$ cat src/rtl/piso_tx_sched.sv
// Round-robin scheduler sharing one PISO shift register among N_REQ producers:
// one load cycle, WIDTH shift cycles flagged by frame_valid, then zero-loaded gap cycles.
module piso_tx_sched #(
    parameter  int N_REQ      = 2,
    parameter  int WIDTH      = 4,
    parameter  int GAP_CYCLES = 1,
    localparam int IDW        = $clog2(N_REQ)
) (
    input  logic                   clk,
    input  logic                   rst,
    input  logic [N_REQ-1:0]       req_valid,
    input  logic [N_REQ*WIDTH-1:0] req_data,
    output logic [N_REQ-1:0]       req_ack,
    output logic [WIDTH-1:0]       piso_d,
    output logic                   piso_sl,
    output logic                   frame_valid,
    output logic [IDW-1:0]         frame_id,
    output logic                   busy
);

    localparam int CNT_MAX = (WIDTH > GAP_CYCLES) ? WIDTH : GAP_CYCLES;
    localparam int CW      = $clog2(CNT_MAX + 1);
    localparam logic [CW-1:0]  SHIFT_INIT = CW'(WIDTH - 1);
    localparam logic [CW-1:0]  GAP_INIT   = CW'((GAP_CYCLES > 0) ? GAP_CYCLES - 1 : 0);
    localparam logic [IDW-1:0] LAST_RST   = IDW'(N_REQ - 1);

    typedef enum logic [1:0] {IDLE, LOAD, SHIFT, GAP} state_t;

    state_t           state_q, state_d;
    logic [IDW-1:0]   last_q, last_d;
    logic [CW-1:0]    cnt_q, cnt_d;
    logic             found;
    logic [IDW-1:0]   win, cand;
    logic [WIDTH-1:0] win_word;
    logic [N_REQ-1:0] ack_d;
    logic [WIDTH-1:0] d_d;
    logic             sl_d, fv_d;
    logic [IDW-1:0]   fid_d;

    // Rotating priority: the requester after the last winner is scanned first.
    always_comb begin
        found    = 1'b0;
        win      = '0;
        cand     = '0;
        win_word = '0;
        for (int k = 1; k <= N_REQ; k++) begin
            cand = IDW'((int'(last_q) + k) % N_REQ);
            if (!found && req_valid[cand]) begin
                found = 1'b1;
                win   = cand;
            end
        end
        for (int i = 0; i < N_REQ; i++) begin
            if (IDW'(i) == win) win_word = req_data[i*WIDTH +: WIDTH];
        end
    end

    always_comb begin
        state_d = state_q;
        last_d  = last_q;
        cnt_d   = cnt_q;
        ack_d   = '0;
        d_d     = '0;
        sl_d    = 1'b0;
        fv_d    = 1'b0;
        fid_d   = '0;
        case (state_q)
            IDLE: begin
                if (found) begin
                    state_d = LOAD;
                    last_d  = win;
                    ack_d   = N_REQ'(1) << win;
                    d_d     = win_word;
                end
            end
            LOAD: begin
                state_d = SHIFT;
                cnt_d   = SHIFT_INIT;
                sl_d    = 1'b1;
                fv_d    = 1'b1;
                fid_d   = last_q;
            end
            SHIFT: begin
                if (cnt_q == '0) begin
                    if (GAP_CYCLES > 0) begin
                        state_d = GAP;
                        cnt_d   = GAP_INIT;
                    end else begin
                        state_d = IDLE;
                    end
                end else begin
                    cnt_d = cnt_q - 1'b1;
                    sl_d  = 1'b1;
                    fv_d  = 1'b1;
                    fid_d = last_q;
                end
            end
            GAP: begin
                if (cnt_q == '0) state_d = IDLE;
                else             cnt_d   = cnt_q - 1'b1;
            end
            default: state_d = IDLE;
        endcase
    end

    // Outputs are registered from the next-state decode so they line up with the state they describe.
    always_ff @(posedge clk) begin
        if (rst) begin
            state_q     <= IDLE;
            last_q      <= LAST_RST;
            cnt_q       <= '0;
            req_ack     <= '0;
            piso_d      <= '0;
            piso_sl     <= 1'b0;
            frame_valid <= 1'b0;
            frame_id    <= '0;
            busy        <= 1'b0;
        end else begin
            state_q     <= state_d;
            last_q      <= last_d;
            cnt_q       <= cnt_d;
            req_ack     <= ack_d;
            piso_d      <= d_d;
            piso_sl     <= sl_d;
            frame_valid <= fv_d;
            frame_id    <= fid_d;
            busy        <= (state_d != IDLE);
        end
    end

endmodule
$ cat config.mk
export PLATFORM = sky130hd
export DESIGN_NAME = piso_tx_sched
export DESIGN_NICKNAME = d
export VERILOG_FILES = /design/src/rtl/piso_tx_sched.sv
export SDC_FILE = /design/constraint.sdc
export NUM_CORES = 1
export LEC_CHECK = 0
export ABC_AREA = 1
export BUFFER_PORTS_ARGS = -buffer_cell sky130_fd_sc_hd__buf_2
export CAP_MARGIN = 10
export CORE_MARGIN = 10
export CORE_UTILIZATION = 52
export DETAILED_ROUTE_END_ITERATION = 6
export MAX_ROUTING_LAYER = met4
export PLACE_DENSITY_LB_ADDON = 0.05
export SYNTH_ARGS = -nofsm -noshare
export SYNTH_HDL_FRONTEND = slang
export SYNTH_SLANG_ARGS = --single-unit
$ cat constraint.sdc
create_clock -name clk -period 2.2 [get_ports clk]
set_input_delay 0.22 -clock clk [delete_from_list [all_inputs] [get_ports clk]]
set_output_delay 0.22 -clock clk [all_outputs]
set_load 0.05 [all_outputs]
; ---- After elaboration in Yosys (flattened, before gate mapping)
; Cells that the tools add are included.
[classes]
n_addsub = 3
mul = 0
div = 0
n_lt_le_gt_ge = 2
n_eq_ne = 4
n_shift = 1
muxes = 20
n_bitwise = 2
reduce_logical = 9
[op_table]
columns = op, n
row1 = two-way mux 1 bit, 10
row2 = one-hot mux 3 bit (3 select lines), 1
row3 = one-hot mux 2 bit (4 select lines), 1
row4 = two-way mux 2 bit, 3
row5 = two-way mux 3 bit, 2
row6 = == test 2 bit (second input constant), 2
row7 = less-than comparator 1 x 2 -> 1 bit (second input constant), 2
row8 = two-way mux 4 bit, 1
row9 = one-hot mux 1 bit (2 select lines), 2
row10 = AND reduction 2 bit, 2
row11 = logical NOT 3 bit, 1
row12 = nonzero test 3 bit, 1
row13 = OR reduction 3 bit, 1
row14 = subtractor 3 x 1 -> 3 bit (second input constant), 1
row15 = adder 1 bit (second input constant), 2
row16 = == test 2 x 1 -> 1 bit (second input constant), 1
row17 = logical NOT 2 bit, 1
row18 = inequality test 2 bit (second input constant), 1
row19 = NOT 1 bit, 2
row20 = nonzero test 2 bit, 1
row21 = << shifter 1 x 1 -> 2 bit (first input constant), 1
row22 = logical AND 1 bit, 1
row23 = logical NOT 1 bit, 1
[totals]
ff_bits = 15
latch_bits = 0
ramBits = 0
rom_bits = 0
in_bits = 12
output_inout_bits = 10
wordCells = 49
mem_count = 0

; ---- Logic depth before layout (Yosys ltp)
[logic_depth]
depth_word = 10
ltp_mapped = 9
mapped_depth_nobuf = 9

; ---- Least setup slack after synthesis
; No wires, ideal clock.
[synth_timing]
path_kind = reg2reg
from = reg state_q[0]
to = reg cnt_q[1]
setup_ns = 0.117
arrival_ns = 1.108
required_ns = 2.083
path_slack_ns = 0.975
stages_incl_launch_ff = 7
path_buffers = 0
synth_period_minus_slack_ns = 1.225
path_cell_list = dfxtp_1 > inv_1 > ha_1 > nand2_1 > nand2_2 > o21ai_0 > nor2_1
[synth_between]
elab_chain_len = 3
word_cells_on_any_way = 7
classes_between = eq/ne: 4 / mux: 1 / reduce/logical: 2
[synth_lines]
columns = element, line
row1 = "start, declared", 29  ; state_t state_q, state_d;
row2 = "start signal, assigned", 119  ; state_q <= state_d;
row3 = == test 2 bit / == test 2 x 1 -> 1 bit (equally long branches), 67  ; case (state_q)
row4 = inequality test 2 bit (no source line) / nonzero test 3 bit (equally long branches), n/a
row5 = AND reduction 2 bit (no source line), n/a
row6 = "end signal, assigned", 121  ; cnt_q <= cnt_d;
row7 = "end, declared", 31  ; logic [CW-1:0] cnt_q, cnt_d;
; Several ways; a longest one is shown, not always the timed one.
; A chain may end at the register's enable or synchronous reset.

; ---- Final worst setup path
; Ends and elaborated chain as after synthesis.

==> results by group <==
Clocking
  – Post_cts resized: 0
  – Clk root buf: clkbuf_4
  – Maximum level of the CTS H-tree: 1
  – CTS Sinks: 15
  – TritonCTS Buffers: 3
  – Clock-pin slew on the worst setup and hold paths: 100 ps
  – Post-CTS Hold Buffers: 0
  – CTS Buffer Depth: 2
  – Clock latency at the later pin of the worst-skew pair: 290 ps
  – Postcts setup bufs: 0
  – CTS tree: built

Critical path
  – R2R depth: 6
  – Worst Path Arrival: between 1500 and 2000 ps
  – WP data required: 2390 ps
  – R2r setup slk: 860 ps
  – Worst-path fanout max: 5
  – CP startpoint kind: register
  – CP Capture Type: register
  – WS Path Type: reg -> reg

Timing
  – Setup TNS: 0 ps
  – Fmax: roughly 0.75 GHz
  – Layout Skew: between 2 and 2.5 ps
  – Min cycle time layout: between 1000 and 1500 ps
  – Fin crit share: 0.608
  – Hold_ws: about 160 ps
  – Setup violators final: 0
  – Relative slew slack: 0.831
  – Final hold viol count: 0
  – Max-slew violation count: 0
  – Unrepaired setup endpoints after global routing: no
  – Slew @ Worst Pin: between 200 and 300 ps

Logic synthesis
  – Sequential area share after synthesis: 0.407
  – Seq cells post-synth: 15
  – Synth cell types: 17
  – Yosys top cell by area: dfxtp_1
  – Synth top area share: 0.407
  – Syn_nets: roughly 120
  – Post-Syn Instances: between 90 and 100
  – Mapped cell area: 737 um2
  – Syn avg cell area: 7.44 um2
  – Yosys warns: 0
  – Synth top area cells: dfxtp_1, nand2_1, ha_1

Detailed routing
  – Via count: 669
  – Post-Route WL: 1490 um
  – DRT iter0 DRCs: 11
  – Final ANT Viol Nets: 0
  – # DRC: 0
  – Vias per cell: 4.85
  – Drt wl/cell: roughly 11 um
  – Initial DRT Pass Iterations: 4

Hold path
  – Worst hold path class: in -> reg
  – Hold Path Depth: 3

Die
  – Die H: ~58 um
  – Core Rows: 13
  – DIE AREA: around 3300 um2
  – Core Region: approximately 1300 um2
  – Io pins: 22
  – Initial Utilization: 0.559
  – Die Wd: just under 60 um

Power
  – Power per cell area: about 1500 nW/um2
  – Static Leakage: just under 0.5 nW
  – Total power: 1.32 mW
  – Max IR drop VDD: around 0.90 mV

Placed design
  – Routability cong.: 0.768
  – Detail Placement HPWL: ~1200 um
  – Inst Count DP: between 100 and 150
  – PortBufs: 21

Global routing
  – Global-route wire length before repair: ~2700 um
  – Vias in the first global route: between 600 and 700
  – Antenna violations before repair: 0
  – Grt total ovfl: 0
  – Total track usage: 0.0993
  – Pin count of the biggest net entering global routing: 10

Final layout
  – Final core utilization: 0.669
  – Finished Layout Cells: 138
  – Area Overhead vs Synth: 19.5%
  – Share of cells above drive strength 1: 0.260
  – Antenna cells: 0
  – Post-layout nets: roughly 140

Job
  – Max-Cap Viols: 0

Status
  – Run status: completed
worst max-delay path, stage by stage (launching register included):
cell,delay [ps]
dfxtp_1,390
inv_1,120
ha_1,340
nand2_1,90
nand2_2,80
o21ai_0,160
nor2_1,60
layout make-up:
type                    instances  area [um2]
clock buffers                   3        22.5
clock inverters                 1        5.00
fillers                       107         437
inverters                      14        52.6
multi-input cells              69         377
flip-flops and latches         15         300
well taps                      15        18.8
repair buffers                 21         105
power by group:
group | switching, mW | internal (mW) | leakage [nW] | total [mW]
clock | 0.0977 | 0.0677 | 0.0177 | 0.165
combinational | 0.507 | 0.234 | 0.342 | 0.741
sequential | 0.0500 | 0.363 | 0.124 | 0.413
stage by stage:
step           area [um2]  setup slack (ps)
4_1_cts               881               861
5_1_grt               881               724
6_report              881               862
2_1_floorplan         737               975
3_3_place_gp          853               918
3_5_place_dp          853               880
registers in the layout, summed over array words and instances, names as in the netlist:
signal       count
piso_d           4
cnt_q            3
req_ack          2
state_q          2
busy             1
frame_id         1
frame_valid      1
last_q           1
cell usage in the layout, fill, tap and decap left out, drive strengths merged:
cell | synthesis | layout
inv | 14 | 14
o21ai | 4 | 4
a21oi | 8 | 8
nor2 | 11 | 11
clkbuf | 0 | 3
nor3 | 1 | 1
clkinv | 0 | 1
nor3b | 1 | 1
nand2 | 29 | 29
buf | 1 | 21
ha | 7 | 7
nand3 | 8 | 8
dfxtp | 15 | 15
logic make-up (layout without fill, tap and decap cells):
| logic type | count (synthesis) | in the layout | share of synthesized area |
|---|---|---|---|
| buffers and inverters | 15 | 39 | 0.0815 |
| adder cells (fa/ha/maj) | 7 | 7 | 0.119 |
| AND/OR/NAND/NOR | 50 | 50 | 0.306 |
| flip-flops | 15 | 15 | 0.407 |
| AO/OA/AOI/OAI | 12 | 12 | 0.0866 |
worst paths after layout:
path | startpoint | to
setup reg to reg | state_q[0] | cnt_q[1]
hold reg to reg | last_q | frame_id
hold / removal | req_data[4] | piso_d[0]
setup / recovery | state_q[0] | cnt_q[1]
synth_stat cells:
cell type  count
nand2_1       26
dfxtp_1       15
inv_1         13
nor2_1         9
a21oi_1        8
nand3_1        8
ha_1           7
o21ai_0        3
nand2_2        2
buf_4          1
inv_2          1
nand2_4        1
nor2_2         1
nor2_4         1
nor3_1         1
nor3b_1        1
o21ai_2        1
layer usage:
metal | routed length (um) | vias to the layer above | track usage
li1 | - | 357 | -
met2 | 691 | 16 | 0.153
met3 | 97 | 4 | 0.0349
met4 | 28 | 0 | 0.0638
met5 | 0 | - | -
met1 | 675 | 292 | 0.105
Power figures use the tool's default switching activity.
